`src/rtl/led_fade_pkg.sv`:
```
// Shared definitions for the LED fade/PWM block: channel state encodings and
// the helper that derives the full-brightness level from the PWM width.
// Build option: LED_FADE_GAMMA_EN (see led_fade_channel).
package led_fade_pkg;

  typedef enum logic [1:0] {
    ST_OFF       = 2'd0,
    ST_RAMP_UP   = 2'd1,
    ST_ON        = 2'd2,
    ST_RAMP_DOWN = 2'd3
  } led_state_t;

  // Full-brightness level for an n-bit PWM: 2^n - 1
  function automatic int unsigned max_level(input int unsigned n);
    return (32'd1 << n) - 32'd1;
  endfunction

endpackage

```
`src/rtl/led_fade_channel.sv`:
```
// One LED channel: ramp FSM, brightness level register and PWM compare.
// Build option LED_FADE_GAMMA_EN squares the level (gamma ~2) before the
// compare, at the cost of one extra pipeline stage on the output.
//
// state        | meaning
// -------------+-------------------------------------------------------
// ST_OFF       | level held at 0, waiting for a request
// ST_RAMP_UP   | level +1 per step tick until max, then ST_ON
// ST_ON        | level held at max, waiting for request to drop
// ST_RAMP_DOWN | level -1 per step tick until 0, then ST_OFF
module led_fade_channel
  import led_fade_pkg::*;
#(
  parameter int unsigned p_pwm_bits = 8
) (
  input  logic                  i_clk,
  input  logic                  i_rst,
  input  logic                  i_req,
  input  logic                  i_step_tick,
  input  logic [p_pwm_bits-1:0] i_pwm_cnt,
  output logic                  o_pwm,
  output logic                  o_ramping
);

  localparam logic [p_pwm_bits-1:0] LVL_MAX    = p_pwm_bits'(max_level(p_pwm_bits));
  localparam logic [p_pwm_bits-1:0] LVL_ONE    = p_pwm_bits'(1);
  localparam logic [p_pwm_bits-1:0] LVL_MAX_M1 = LVL_MAX - LVL_ONE;

  led_state_t            state;
  logic [p_pwm_bits-1:0] level;

  // Ramp FSM and level register; the level step always uses the pre-edge state
  always_ff @(posedge i_clk or negedge i_rst) begin
    if (!i_rst) begin
      state <= ST_OFF;
      level <= '0;
    end else begin
      case (state)
        ST_OFF: begin
          level <= '0;
          if (i_req) state <= ST_RAMP_UP;
        end
        ST_RAMP_UP: begin
          if (i_step_tick && (level != LVL_MAX)) level <= level + LVL_ONE;
          if (!i_req) state <= ST_RAMP_DOWN;
          else if (i_step_tick && (level >= LVL_MAX_M1)) state <= ST_ON;
        end
        ST_ON: begin
          level <= LVL_MAX;
          if (!i_req) state <= ST_RAMP_DOWN;
        end
        ST_RAMP_DOWN: begin
          if (i_step_tick && (level != '0)) level <= level - LVL_ONE;
          if (i_req) state <= ST_RAMP_UP;
          else if (i_step_tick && (level <= LVL_ONE)) state <= ST_OFF;
        end
        default: state <= ST_OFF;
      endcase
    end
  end

  assign o_ramping = (state == ST_RAMP_UP) || (state == ST_RAMP_DOWN);

`ifdef LED_FADE_GAMMA_EN
  logic [2*p_pwm_bits-1:0] lvl_sq;
  logic [p_pwm_bits-1:0]   eff_level_q;
  logic [p_pwm_bits-1:0]   pwm_cnt_q;

  assign lvl_sq = {{p_pwm_bits{1'b0}}, level} * {{p_pwm_bits{1'b0}}, level};

  // Gamma stage: register the squared level and delay the counter to match
  always_ff @(posedge i_clk or negedge i_rst) begin
    if (!i_rst) begin
      eff_level_q <= '0;
      pwm_cnt_q   <= '0;
      o_pwm       <= 1'b0;
    end else begin
      eff_level_q <= p_pwm_bits'(lvl_sq >> p_pwm_bits);
      pwm_cnt_q   <= i_pwm_cnt;
      o_pwm       <= (pwm_cnt_q < eff_level_q);
    end
  end
`else
  // PWM compare against the raw level, registered
  always_ff @(posedge i_clk or negedge i_rst) begin
    if (!i_rst) o_pwm <= 1'b0;
    else        o_pwm <= (i_pwm_cnt < level);
  end
`endif

endmodule

```
`src/rtl/led_fade_pwm.sv`:
```
// RGB LED fader: turns on/off requests into smoothly ramped PWM drive.
// Holds the shared step-tick divider, the free-running PWM counter and the
// busy flag; per-channel logic lives in led_fade_channel.
// Build option LED_FADE_GAMMA_EN enables gamma correction in each channel.
module led_fade_pwm
  import led_fade_pkg::*;
#(
  parameter int unsigned p_pwm_bits = 8,
  parameter int unsigned p_step_div = 1000
) (
  input  logic i_clk,
  input  logic i_rst,
  input  logic i_led_r,
  input  logic i_led_g,
  input  logic i_led_b,
  output logic o_led_r,
  output logic o_led_g,
  output logic o_led_b,
  output logic o_busy
);

  localparam int unsigned      DIV_W    = (p_step_div > 1) ? $clog2(p_step_div) : 1;
  localparam logic [DIV_W-1:0] DIV_LAST = DIV_W'(p_step_div - 1);

  logic [DIV_W-1:0]      div_cnt;
  logic                  step_tick;
  logic [p_pwm_bits-1:0] pwm_cnt;
  logic                  ramp_r;
  logic                  ramp_g;
  logic                  ramp_b;

  assign step_tick = (div_cnt == DIV_LAST);

  // Step tick divider: 0..p_step_div-1, tick on the last count
  always_ff @(posedge i_clk or negedge i_rst) begin
    if (!i_rst)         div_cnt <= '0;
    else if (step_tick) div_cnt <= '0;
    else                div_cnt <= div_cnt + DIV_W'(1);
  end

  // Free-running PWM counter shared by all channels
  always_ff @(posedge i_clk or negedge i_rst) begin
    if (!i_rst) pwm_cnt <= '0;
    else        pwm_cnt <= pwm_cnt + p_pwm_bits'(1);
  end

  // Busy while any channel is ramping
  always_ff @(posedge i_clk or negedge i_rst) begin
    if (!i_rst) o_busy <= 1'b0;
    else        o_busy <= ramp_r | ramp_g | ramp_b;
  end

  led_fade_channel #(.p_pwm_bits(p_pwm_bits)) u_ch_r (
    .i_clk       (i_clk),
    .i_rst       (i_rst),
    .i_req       (i_led_r),
    .i_step_tick (step_tick),
    .i_pwm_cnt   (pwm_cnt),
    .o_pwm       (o_led_r),
    .o_ramping   (ramp_r)
  );

  led_fade_channel #(.p_pwm_bits(p_pwm_bits)) u_ch_g (
    .i_clk       (i_clk),
    .i_rst       (i_rst),
    .i_req       (i_led_g),
    .i_step_tick (step_tick),
    .i_pwm_cnt   (pwm_cnt),
    .o_pwm       (o_led_g),
    .o_ramping   (ramp_g)
  );

  led_fade_channel #(.p_pwm_bits(p_pwm_bits)) u_ch_b (
    .i_clk       (i_clk),
    .i_rst       (i_rst),
    .i_req       (i_led_b),
    .i_step_tick (step_tick),
    .i_pwm_cnt   (pwm_cnt),
    .o_pwm       (o_led_b),
    .o_ramping   (ramp_b)
  );

endmodule

```
`config.mk`:
```
export PLATFORM = sky130hd
export DESIGN_NAME = led_fade_pwm
export DESIGN_NICKNAME = d
export VERILOG_FILES = /design/src/rtl/led_fade_pkg.sv /design/src/rtl/led_fade_channel.sv /design/src/rtl/led_fade_pwm.sv
export SDC_FILE = /design/constraint.sdc
export NUM_CORES = 1
export LEC_CHECK = 0
export CAP_MARGIN = 20
export CORE_MARGIN = 8
export CORE_UTILIZATION = 45
export DETAILED_ROUTE_END_ITERATION = 8
export PLACE_DENSITY = 0.63
export SLEW_MARGIN = 20
export SYNTH_ARGS = -nofsm -noshare
export SYNTH_HDL_FRONTEND = slang
export SYNTH_SLANG_ARGS = --single-unit
```
`constraint.sdc`:
```
create_clock -name i_clk -period 1.8 [get_ports i_clk]
set_input_delay 0.27 -clock i_clk [delete_from_list [all_inputs] [get_ports i_clk]]
set_output_delay 0.27 -clock i_clk [all_outputs]
set_load 0.02 [all_outputs]
```
==> results of run 1 <==
-- state kept, by name, indices dropped and copies added (netlist names) --
name,count
u_ch_r.o_pwm,1
u_ch_b.state,2
u_ch_g.level,8
div_cnt,10
u_ch_r.state,2
u_ch_r.level,8
u_ch_g.o_pwm,1
u_ch_g.state,2
o_busy,1
pwm_cnt,8
u_ch_b.o_pwm,1
u_ch_b.level,8
-- logic make-up (layout without fill, tap and decap cells) --
family / Yosys count / in the layout
fa+ha+maj: 52 / 52
mux: 6 / 6
simple gates: 130 / 130
xor+xnor: 34 / 34
compound gates: 113 / 115
flops: 52 / 52
buf+inv: 63 / 136
-- cell type report --
| class | count | share of cell area |
|---|---|---|
| multi-input cells | 337 | 0.550 |
| flip-flops and latches | 52 | 0.246 |
| repair buffers | 89 | 0.134 |
| inverters | 39 | 0.0275 |
| well taps | 108 | 0.0254 |
| clock buffers | 5 | 0.0130 |
| clock inverters | 3 | 0.00471 |
-- synth_stat cells, drive strengths merged, types with 4 or more instances --
cell	number
dfrtp	52
xor2	7
ha	52
inv	39
nand2	45
a21oi	14
a221oi	11
nor3	9
a21o	11
o211ai	4
clkbuf	15
o21ai	19
a31oi	8
nand3	19
o221ai	4
nand4	9
a211oi	5
buf	9
nor2	21
nand2b	5
and3	4
o31ai	25
xnor2	27
nor4	8
-- path summary, 6_finish.rpt --
path,end,slack (ns),cells past startpoint
max,u_ch_b.state[1],-0.15,8
max in group asynchronous,div_cnt[2],0.83,3
min in group i_clk,pwm_cnt[7],0.58,1
min reg2reg,pwm_cnt[7],0.58,1
min,u_ch_r.level[5],0.43,2
max reg2reg,u_ch_b.state[1],-0.15,8
-- layer usage --
metal	vias to the layer above	global-route usage	routed length, um
met4	0	0.0551	190
met2	78	0.253	5120
li1	1773	-	-
met1	1792	0.203	4720
met3	20	0.0200	365
met5	-	0	0
-- stage by stage --
| stage | setup TNS, ns | total power [mW] |
|---|---|---|
| floorplan | -0.236 | 5.21 |
| CTS | -1.86 | 7.83 |
| global route | -5.35 | 9.68 |
| global placement | -1.24 | 6.74 |
| detailed placement | -1.97 | 6.88 |
| finish | -2.10 | 8.99 |
-- power by group through the flow --
| stage | Clock (mW) | Combinational, mW | Sequential (mW) |
|---|---|---|---|
| floorplan | 0 | 3.30 | 1.91 |
| global placement | 0 | 4.87 | 1.87 |
| detailed placement | 0 | 4.99 | 1.89 |
| CTS | 0.774 | 5.19 | 1.87 |
| global route | 0.812 | 6.93 | 1.94 |
| finish | 0.747 | 6.36 | 1.89 |
-- timing repair --
item                                    4_1_cts  5_1_grt
cloned                                        0        2
hold endpoints to repair                     17        0
hold buffers                                  1        0
pin swaps                                     7       26
buffers inserted                              0        8
resized for setup                            13       71
endpoints found under the setup margin       22       33
==> flow_summary_export.csv, run 1 <==
group,metric,value,unit
status,status,"finished, violations left",
status,violations,"negative setup slack",
yosys,synth_cell_types,49,
final_layout,syn_to_final_growth,30.4,%
yosys,yosys_warnings,0,
yosys,muxShareOfSynthArea,0.0166,
setup_path,r2r-start,"div_cnt[1]",
sta,relSlewSlack,0.557,
yosys,synth_xor_area_frac,0.0731,
power,ir_worst_vdd,0.994,mV
power,power_frac_clock,0.083,
power,power_switching,4.27,mW
placement,pre_cts_slack,-0.163,ns
detailed_routing,drc,0,
detailed_routing,finalWirelength,10400,um
clock_network,cts.path.max_buffers,2,
clock_network,cts_inserted_buffers,5,
setup_path,critical_path.startpoint,"div_cnt[1]",
power,p_leak,2.38,nW
job,drv_cap,0,
floorplan,initial_core_util,0.465,
final_layout,final_nets,581,
floorplan,pin_count,9,
floorplan,die_y,111,um
clock_network,clockRootBuffer,"clkbuf_8",
final_layout,final_common_cell,"buf_4",
detailed_routing,ant_nets,0,
placement,numPortBuffers,8,
grt,grt.total_usage,0.155,
floorplan,num_rows,34,
clock_network,worstSkewPairLatency,0.32,ns
grt,antenna_found_initial,0,
final_layout,final_cell_mix,"buf_4 (76), ha_1 (50), dfrtp_1 (49), inv_1 (35)",
floorplan,dieArea,12400,um^2
yosys,syn-num-nets,507,
sta,slew_viol_final,0,
detailed_routing,drt_iter0_markers,211,
sta,timing.final.crit_period,1.95,ns
setup_path,path_buf_inv,1,
placement,placedCellCount,614,
clock_network,htreeDepth,2,
grt,grt_pass1_vias,3553,
final_layout,post-route-util,0.606,
yosys,synth_top_family_by_area,"compound AO/OA/AOI/OAI gates",
setup_path,critPathTopFamily,"compound AO/OA/AOI/OAI gates",
power,p_seq_frac,0.210,
sta,rsz0062_at_grt,"yes",
setup_path,critPathCaptureType,"register",
clock_network,tritoncts,"yes",
power,internal_power,4.72,mW
clock_network,path_clk_slew,0.11,ns
placement,place_area,4740,um^2
detailed_routing,vias,3663,
sta,hold_viol,0,
setup_path,start_kind,"register",
sta,worstMarginPinSlew,0.665,ns
final_layout,diodes,0,
yosys,synth-seq-cells,52,
min_path,hold_path_class,"in -> async",
setup_path,cp_max_fo,6,
setup_path,slowest_delay,0.41,ns
detailed_routing,dr.pass1.iters,5,
yosys,synth_area_per_cell,9.06,um^2
yosys,synth_cells,450,
power,p_comb_frac,0.707,
power,switching_share,0.475,
yosys,synth-compound-area-share,0.202,
sta,fin_hold_ws,0.431,ns
yosys,netlist.top_cell.by_area,"dfrtp_1",
sta,finalWorstSetupSlack,-0.152,ns
final_layout,seq_area,1310,um^2
yosys,yosys.area_share.simple,0.162,
placement,gp_congestion,0.881,
clock_network,clkSinkCount,52,
setup_path,worstSetupPathType,"reg -> reg",
yosys,syn_area,4080,um^2
final_layout,post-route-cell-area,5310,um^2
final_layout,drive_gt1_frac,0.318,
yosys,yosys_most_used_dff,"dfrtp_1",
floorplan,core_area,8760,um^2
setup_path,cp_data_required_time,2.02,ns
sta,finClkSkew,0.00674,ns
setup_path,critPathSlowestCell,"dfrtp_1",
detailed_routing,viasPerCell,5.79,
sta,fmax,512,MHz
yosys,ys_seq_area_frac,0.319,
final_layout,multi_input_area,2920,um^2
grt,grt_first_pass_wirelength,16600,um
sta,setup_viol,29,
setup_path,path_cells,"ha_4, nand3_4, nor4b_4, buf_4, o2111ai_2, a211oi_2, a31oi_2, mux2_2",
setup_path,worstPathArrival,2.17,ns
final_layout,final_cells,633,
yosys,synth_edf_count,0,
placement,place_hpwl,7220,um
sta,period_share,1.08,
detailed_routing,avgRoutedWirePerCell,16.4,um
yosys,synthDominantCellAreaShare,0.319,
final_layout,final.fill_count,737,
power,cellPowerDensity,1690,nW/um^2
floorplan,chipWidth,111,um
yosys,synthAdderAreaFrac,0.160,
yosys,yosys-top-cells-area,"dfrtp_1 (32%), ha_1 (16%), xnor2_1 (5.8%)",
grt,grt_start_max_net_pins,36,
grt,grt_overflow,0,
yosys,async_flop_share,1.00,
Power figures use the tool's default switching activity.
==> run 2: changes to the inputs <==
Settings changed: CTS_CLUSTER_DIAMETER from default to 120, MAX_ROUTING_LAYER from default to met4.
==> flow_summary_export.csv, run 2 (synthesized netlist as in run 1, its figures left out) <==
group,metric,value,unit
status,status,"finished, violations left",
status,violations,"negative setup slack",
floorplan,chipWidth,111,um
final_layout,drive_gt1_frac,0.332,
power,switching_share,0.475,
detailed_routing,drt_iter0_markers,213,
sta,finClkSkew,0.0134,ns
sta,hold_viol,0,
power,cellPowerDensity,1680,nW/um^2
detailed_routing,drc,0,
sta,worstMarginPinSlew,0.677,ns
clock_network,clkSinkCount,52,
grt,grt.total_usage,0.171,
floorplan,pin_count,9,
sta,setup_viol,28,
floorplan,initial_core_util,0.465,
final_layout,syn_to_final_growth,32.5,%
detailed_routing,finalWirelength,10500,um
placement,gp_congestion,0.882,
final_layout,largest_register_ff_count,10,
sta,fmax,516,MHz
final_layout,diodes,0,
final_layout,seq_area,1310,um^2
clock_network,cts_inserted_buffers,5,
setup_path,cp_max_fo,8,
floorplan,num_rows,34,
detailed_routing,avgRoutedWirePerCell,16.5,um
clock_network,worstSkewPairLatency,0.32,ns
clock_network,clockRootBuffer,"clkbuf_8",
placement,place_hpwl,7220,um
setup_path,rr_worst_depth,8,
power,p_leak,2.39,nW
clock_network,tritoncts,"yes",
grt,grt_start_max_net_pins,53,
setup_path,r2r-end,"u_ch_b.level[5]",
final_layout,multi_input_area,2980,um^2
final_layout,post-route-cell-area,5400,um^2
power,internal_power,4.78,mW
setup_path,worstPathArrival,2.15,ns
detailed_routing,dr.pass1.iters,4,
clock_network,htreeDepth,2,
min_path,hold_path_class,"in -> async",
setup_path,start_kind,"register",
clock_network,cts.path.max_buffers,2,
sta,fin_tns_setup,-1.88,ns
placement,place_area,4750,um^2
final_layout,regMostFlops,"div_cnt",
grt,grt_overflow,0,
sta,period_share,1.08,
setup_path,r2r-start,"div_cnt[1]",
power,power_switching,4.32,mW
final_layout,final.fill_count,747,
detailed_routing,viasPerCell,5.78,
grt,antenna_found_initial,0,
final_layout,final_nets,583,
sta,relSlewSlack,0.549,
final_layout,final_cells,635,
power,p_total,9.10,mW
setup_path,worstSetupPathType,"reg -> reg",
detailed_routing,ant_nets,0,
floorplan,die_y,111,um
setup_path,critPathCaptureType,"register",
setup_path,cp_data_required_time,2.01,ns
placement,numPortBuffers,8,
final_layout,final_common_cell,"buf_4",
grt,grt_first_pass_wirelength,17800,um
power,ir_worst_vdd,0.959,mV
power,p_seq_frac,0.206,
final_layout,final_cell_mix,"buf_4 (74), dfrtp_1 (49), ha_1 (46), inv_1 (37), nand2_1 (29)",
power,p_comb_frac,0.712,
job,drv_cap,0,
sta,rsz0062_at_grt,"yes",
floorplan,dieArea,12400,um^2
setup_path,ff2ff_setup_slack,-0.14,ns
power,power_frac_clock,0.081,
sta,timing.final.crit_period,1.94,ns
detailed_routing,vias,3672,
sta,slew_viol_final,0,
placement,placedCellCount,615,
sta,finalWorstSetupSlack,-0.136,ns
floorplan,core_area,8760,um^2
setup_path,critical_path.startpoint,"div_cnt[1]",
clock_network,path_clk_slew,0.11,ns
grt,grt_pass1_vias,3743,
## run 2: cell count changes in the layout (fill, tap and decap cells not counted), moves of 2 or more
cell / change
nand2_4: -2
nand2_1: +2
a21oi_2: +3
ha_1: -4
clkinv_4: +2
buf_4: -2
o21ai_0: -2
inv_2: -2
inv_1: +2
ha_2: +3
a21oi_1: -3
buf_6: +3
## run 2: power by group through the flow
stage / Combinational [mW] / Sequential [mW] / Clock (mW)
2_1_floorplan: 3.30 / 1.91 / 0
3_3_place_gp: 4.89 / 1.87 / 0
3_5_place_dp: 5.04 / 1.88 / 0
4_1_cts: 5.46 / 1.86 / 0.776
5_1_grt: 7.04 / 1.94 / 0.807
6_report: 6.48 / 1.88 / 0.740
## run 2: stage by stage
step            util  setup slack, ns  hold slack, ns
6_report       0.616           -0.136           0.460
5_1_grt        0.616           -0.398           0.499
4_1_cts        0.575           -0.129           0.478
3_5_place_dp   0.542           -0.183           0.291
3_3_place_gp   0.542          -0.0959           0.283
2_1_floorplan      -          -0.0889         -0.0256
## run 2: worst max-delay path: stages (launching register included)
cell and delay (ns):
dfrtp_1 0.41, ha_4 0.16, nand3_4 0.09, nor4b_4 0.26, buf_4 0.18, buf_4 0.14
o21ai_2 0.08, a21o_4 0.27, a22o_1 0.24
## run 2: worst max-delay path by stage
stage,endpoint,slack [ns],depth (start not counted)
5_1_grt,u_ch_r.level[7],-0.40,8
2_1_floorplan,u_ch_r.state[1],-0.09,8
6_report,u_ch_b.level[5],-0.14,8
3_3_place_gp,u_ch_r.state[1],-0.1,5
3_5_place_dp,u_ch_r.level[6],-0.18,7
4_1_cts,u_ch_b.state[1],-0.13,8
## run 2: timing repair
action | in CTS | in global routing
gates cloned | 2 | 0
gates resized for setup | 30 | 67
hold endpoints to repair | 52 | 0
pin swaps | 11 | 31
hold buffers | 1 | 0
endpoints found under the setup margin | 24 | 32
setup buffers | 4 | 5
## run 2: area by class of cell
cell class                      count  share of cell area
Tap cell                          108              0.0250
Inverter                           39              0.0271
Clock inverter                      3             0.00487
Timing Repair Buffer               91               0.138
Sequential cell                    52               0.242
Clock buffer                        5              0.0127
Multi-Input combinational cell    337               0.551
## run 2: per-layer routing
| layer | part of all wire | GRT usage | vias up |
|---|---|---|---|
| li1 | - | - | 1779 |
| met2 | 0.50 | 0.277 | 81 |
| met1 | 0.44 | 0.215 | 1799 |
| met3 | 0.046 | 0.0260 | 13 |
| met5 | 0 | - | - |
| met4 | 0.0092 | 0.0462 | 0 |
==> run 3: changes to the inputs <==
Settings changed: MAX_ROUTING_LAYER met4 to default, SLEW_MARGIN 20 to default.
==> results of run 3 <==
Same layout as run 1: the final DEF is identical, and so are final timing and power.
==> patch 1: new RTL, config.mk and constraints of run 3 <==
Build with the macro `LED_FADE_GAMMA_EN` defined.
--- a/src/rtl/led_fade_channel.sv
+++ b/src/rtl/led_fade_channel.sv
@@ -9,4 +9,6 @@
 // ST_ON        | level held at max, waiting for request to drop
 // ST_RAMP_DOWN | level -1 per step tick until 0, then ST_OFF
+`define LED_FADE_GAMMA_EN
+
 module led_fade_channel
   import led_fade_pkg::*;
Check against the original RTL: same outputs for any inputs over 10 cycles, from zero or initial values and one cycle with i_rst low; that may be too few to reach the edited logic, so the function may still have changed.
==> patch 1 against run 3 <==
  * The flow still finishes with violations (negative setup slack)
  * Final area up 140%
  * First-iteration DRC count up 140%
  * Wire length rose by 100%
  * Worst setup slack got worse by 2.3 ns
  * Power increased to 2.6 times the old value
  * Sequential cell count is 32 higher
  * Die area increased by 110%
  * Count of clock-buffer cells in the layout up 4
  * Area after synthesis grew 130%
  * Sequential share of layout area shrank 8.0 points
==> patch 1: results (changes against run 3) <==
.. list-table::
   :header-rows: 1

   * - Metric
     - Value
   * - Outcome
     - finished with violations
   * - Violated checks
     - negative setup slack
   * - Clock root buffer master
     - sky130_fd_sc_hd__clkbuf_16
   * - Syn nets
     - 1,251 (+150%)
   * - Arrival time worst endpoint
     - 4.52 ns (+2.35 ns)
   * - Cell area reported after detailed placement
     - 0.0114 mm2 (+140%)
   * - Post-synth cell types
     - 66 (+35%)
   * - Final setup TNS
     - -61.22 ns (-59.12 ns)
   * - Smallest setup slack after layout
     - -2.44 ns (-2.28 ns)
   * - Start of the worst register-to-register path
     - u_ch_b.level[6]
   * - Ratio of cells with drive above 1 in the final layout
     - 36.5% (+4.7 points)
   * - FF-to-FF End
     - u_ch_b.eff_level_q[7]
   * - CP top delay family
     - adder cells
   * - Adder and majority cell fraction of the synthesized area
     - 34.3% (+18 points)
   * - Most frequent cells after synthesis
     - 176 x sky130_fd_sc_hd__inv_1, 141 x sky130_fd_sc_hd__ha_1, 84 x sky130_fd_sc_hd__dfrtp_1
   * - Slowest cell on the critical path
     - sky130_fd_sc_hd__fa_1
   * - Maximum VDD drop
     - 0.000897 V (-9.8%)
   * - Initial drt markers
     - 514 (+140%)
   * - Count of mapped cells out of synthesis
     - 1,033 (+130%)
   * - Setup violators final
     - 54 (+86%)
   * - Total instance count after detailed placement
     - 1,475 (+140%)
   * - Global placer's final weighted congestion
     - 0.855 (-3.0%)
   * - Maximum clock skew at final layout
     - 0.00656 ns (-0.000175 ns)
   * - Post-detail-place hpwl
     - 15.5 mm (+120%)
   * - Worst hold slack
     - 0.367 ns (-0.0641 ns)
   * - Worst slew slack as a fraction of its limit
     - 64.1% (+8.5 points)
   * - Clock latency on the worst-skew pair
     - 0.35 ns (+0.03 ns)
   * - Deepest level of the CTS H-tree
     - 3 (+1)
   * - Detail-routed net length per standard cell
     - 13.7 um (-16%)
   * - Vias after detailed routing
     - 7,629 (+110%)
   * - Wire length reported by the detailed router
     - 20.9 mm (+100%)
   * - Share of synthesized area spent on multiplexers
     - 0.776% (-0.88 points)
   * - CP Max Fanout
     - 4 (-2)
   * - Reported leakage power
     - 6.49 nW (+170%)
   * - Leading cell types by total area after synthesis
     - sky130_fd_sc_hd__dfrtp_1 22%, sky130_fd_sc_hd__ha_1 19%, sky130_fd_sc_hd__fa_1 15%
   * - Largest stage delay, worst path
     - 0.55 ns (+0.14 ns)
   * - Global-route wire length before repair
     - 35.4 mm (+110%)
   * - Via count of the first global-routing pass
     - 7,696 (+120%)
   * - Largest net degree at the start of global routing
     - 50 (+39%)
-- patch 1: layout make-up --
type / instances / area (um2)
flip-flops and latches: 84 / 2110
clock buffers: 9 / 225
multi-input cells: 728 / 7270
clock inverters: 7 / 93.8
fillers: 1664 / 7490
repair buffers: 246 / 2050
well taps: 270 / 338
inverters: 180 / 714
-- patch 1: where the power goes --
group / internal (mW) / leakage, nW / total [mW] / switching, mW
Sequential: 2.53 / 1.05 / 3.00 / 0.469
Combinational: 9.04 / 5.29 / 18.6 / 9.53
Clock: 1.11 / 0.153 / 1.98 / 0.863
-- patch 1: worst max-delay path by stage --
stage | startpoint | to | slack, ns | cells after the start
finish | u_ch_b.level[6] | u_ch_b.eff_level_q[7] | -2.44 | 14
detailed placement | u_ch_b.level[4] | u_ch_b.eff_level_q[7] | -2.43 | 15
global placement | u_ch_b.level[6] | u_ch_b.eff_level_q[7] | -2.36 | 14
floorplan | u_ch_b.level[6] | u_ch_b.eff_level_q[7] | -2.47 | 15
global route | u_ch_b.level[6] | u_ch_b.eff_level_q[7] | -2.59 | 14
CTS | u_ch_b.level[6] | u_ch_b.eff_level_q[7] | -2.42 | 14
-- patch 1: repair_timing --
| item | 4_1_cts | 5_1_grt |
|---|---|---|
| buffers inserted | 24 | 11 |
| resized for setup | 111 | 96 |
| cloned | 1 | 1 |
| pin swaps | 61 | 62 |
| endpoints found under the hold margin | 21 | 0 |
| setup endpoints to repair | 54 | 54 |
| hold buffers | 1 | 0 |
-- patch 1: routing by layer --
| layer | up-vias | global-route usage [%] | part of all wire (%) |
|---|---|---|---|
| met5 | - | 0 | 0 |
| li1 | 3835 | - | - |
| met2 | 98 | 26.7 | 49 |
| met1 | 3669 | 21.9 | 48 |
| met4 | 0 | 5.01 | 1.7 |
| met3 | 27 | 1.98 | 2.1 |
==> patch 2: new RTL, config.mk and constraints of run 3 <==
Made on the original files. Register the output `o_led_g`, cleared by the reset; this adds one clock of latency there. The other outputs are not delayed to match.
--- a/src/rtl/led_fade_pwm.sv
+++ b/src/rtl/led_fade_pwm.sv
@@ -22,4 +22,6 @@
   localparam int unsigned      DIV_W    = (p_step_div > 1) ? $clog2(p_step_div) : 1;
   localparam logic [DIV_W-1:0] DIV_LAST = DIV_W'(p_step_div - 1);
+
+  logic o_led_g_d;
 
   logic [DIV_W-1:0]      div_cnt;
@@ -67,5 +69,5 @@
     .i_step_tick (step_tick),
     .i_pwm_cnt   (pwm_cnt),
-    .o_pwm       (o_led_g),
+    .o_pwm       (o_led_g_d),
     .o_ramping   (ramp_g)
   );
@@ -81,4 +83,12 @@
   );
 
+  always_ff @(posedge i_clk or negedge i_rst) begin
+    if (!i_rst) begin
+      o_led_g <= '0;
+    end else begin
+      o_led_g <= o_led_g_d;
+    end
+  end
+
 endmodule
 
Check against the original RTL: same outputs for any inputs over 10 cycles, from zero or initial values and one cycle with i_rst low; that may be too few to reach the edited logic, so the function may still have changed.
==> patch 2 against run 3 <==
  * The flow still finishes with violations (negative setup slack)
  * Final area grew 1.7%
  * Power shrank 0.88%
  * Worst setup slack worse by 0.038 ns
  * Combinational power fell by 2%
  * Area after synthesis rose by 0.61%
  * Sequential cell count up 1
  * Maximum frequency down 1.9%
  * Final cell count up 1.6%
  * Wire length rose by 0.74%
  * Sequential power grew 2%
  * Largest power group unchanged
==> patch 2: results (changes against run 3) <==
.. list-table::
   :header-rows: 1

   * - Metric
     - Value
   * - Outcome
     - finished with violations
   * - Violated checks
     - negative setup slack
   * - Slew at the pin closest to its max-slew limit
     - 0.650 ns (-0.0146 ns)
   * - Arrival time worst endpoint
     - 2.18 ns
   * - Ratio of cells with drive above 1 in the final layout
     - 32.1% (+0.33 points)
   * - Global-route wire length before repair
     - 17.1 mm (+3.1%)
   * - Smallest setup slack after layout
     - -0.189 ns (-0.0378 ns)
   * - Detail-routed net length per standard cell
     - 16.3 um (-0.83%)
   * - Setup violators final
     - 27 (-6.9%)
   * - Tot GR Track Use
     - 16.1% (+0.57 points)
   * - Vias after detailed routing
     - 3,706 (+1.2%)
   * - CP Max Fanout
     - 7 (+1)
   * - Via count of the first global-routing pass
     - 3,640 (+2.4%)
   * - Largest stage delay, worst path
     - 0.49 ns (+0.08 ns)
   * - Router iterations before antenna repair
     - 5 (unchanged)
   * - Syn. warnings
     - 0 (unchanged)
   * - Maximum clock skew at final layout
     - 0.00682 ns (+0.0000856 ns)
   * - Slowest cell on the critical path
     - sky130_fd_sc_hd__dfrtp_1
   * - CP top delay family
     - simple AND/OR/NAND/NOR gates
   * - Most numerous cell in the Yosys netlist
     - sky130_fd_sc_hd__dfrtp_1
   * - Seq/Total Area, Yosys
     - 32.3% (+0.42 points)
   * - Largest net degree at the start of global routing
     - 36 (unchanged)
   * - Reported leakage power
     - 2.40 nW (+0.93%)
   * - Reg with most FFs
     - div_cnt
   * - Post-detail-place hpwl
     - 7.07 mm (-2.0%)
   * - Leading cell types by total area after synthesis
     - sky130_fd_sc_hd__dfrtp_1 32%, sky130_fd_sc_hd__ha_1 16%, sky130_fd_sc_hd__xnor2_1 5.8%
   * - Clock root buffer master
     - sky130_fd_sc_hd__clkbuf_8
   * - Most frequent cells after synthesis
     - 53 x sky130_fd_sc_hd__dfrtp_1, 52 x sky130_fd_sc_hd__ha_1, 45 x sky130_fd_sc_hd__nand2_1
   * - TritonCTS Buffers
     - 5 (unchanged)
   * - Global placer's final weighted congestion
     - 0.870 (-1.3%)
   * - Worst hold-check path type
     - reg -> reg
   * - Port bufs
     - 8 (unchanged)
   * - Syn nets
     - 508 (+0.20%)
   * - Maximum VDD drop
     - 0.000928 V (-6.6%)
   * - Initial drt markers
     - 260 (+23%)
   * - Number of nets in the final layout
     - 588 (+1.2%)
   * - Worst-case clock buffer depth
     - 2 (unchanged)
==> patch 2: cell families (layout without fill, tap and decap cells) <==
group | count (synthesis) | in the layout | share of synthesized area [%]
buffers and inverters | 63 | 141 | 6.68
DFF | 53 | 53 | 32.3
and+or+nand+nor | 130 | 130 | 16.1
muxes | 6 | 6 | 1.65
AOI/OAI and AO/OA | 113 | 116 | 20.0
xor gates and xnor gates | 34 | 34 | 7.26
adders and majority gates | 52 | 52 | 15.9
==> patch 2: what timing repair did <==
action                     4_1_cts  5_1_grt
setup buffers                    4        6
hold endpoints to repair        18        0
gates resized for setup         40       44
gates cloned                     2        1
pin swaps                       24       12
setup endpoints to repair       22       32
hold buffers                     1        0
==> patch 2: power breakdown <==
part,internal [mW],total [mW],switching [mW],leakage [nW]
logic,2.85,6.25,3.40,1.71
registers,1.57,1.93,0.361,0.651
clock network,0.284,0.735,0.450,0.0423
==> patch 2: worst paths after layout <==
kind / start / endpoint / slack, ns / depth (start not counted)
max: u_ch_b.level[2] / u_ch_b.level[7] / -0.19 / 6
min: u_ch_g.o_pwm / o_led_g / 0.36 / 0
max reg2reg: u_ch_b.level[2] / u_ch_b.level[7] / -0.19 / 6
min reg2reg: u_ch_g.o_pwm / o_led_g / 0.36 / 0
min in group asynchronous: i_rst / u_ch_b.level[6] / 0.43 / 2
max in group asynchronous: i_rst / pwm_cnt[0] / 0.84 / 3
==> patch 2: cell type report <==
class	instances	area, um2
Clock buffer	5	68.8
Clock inverter	3	26.3
Fill cell	762	3620
Inverter	39	149
Multi-Input combinational cell	338	2930
Sequential cell	53	1330
Tap cell	111	139
Timing Repair Buffer	94	763
==> patch 2: worst reg2reg max path, stage by stage, from the launching register on <==
cell                       delay (ns)
sky130_fd_sc_hd__dfrtp_1         0.49
sky130_fd_sc_hd__inv_1           0.13
sky130_fd_sc_hd__nand4_1         0.20
sky130_fd_sc_hd__nor4_1          0.36
sky130_fd_sc_hd__xnor2_1         0.14
sky130_fd_sc_hd__a221oi_1        0.43
sky130_fd_sc_hd__o31ai_2         0.11
==> patch 2: per-stage QoR <==
step,instances,TNS [ns],area [um2],setup slack [ns],power (mW)
after global routing,643,-5.90,5410,-0.303,9.58
after CTS,636,-1.70,5120,-0.160,8.15
after detailed placement,621,-2.80,4800,-0.180,6.90
after floorplan,451,-0.236,4130,-0.0889,5.25
after global placement,621,-1.37,4800,-0.115,6.77
final,643,-3.00,5410,-0.189,8.91
==> patch 2: per-layer routing <==
layer	GRT usage [%]	share of wire (%)
met5	0	0
met4	5.69	1.5
met3	2.80	3.6
met2	26.4	49
met1	20.7	46
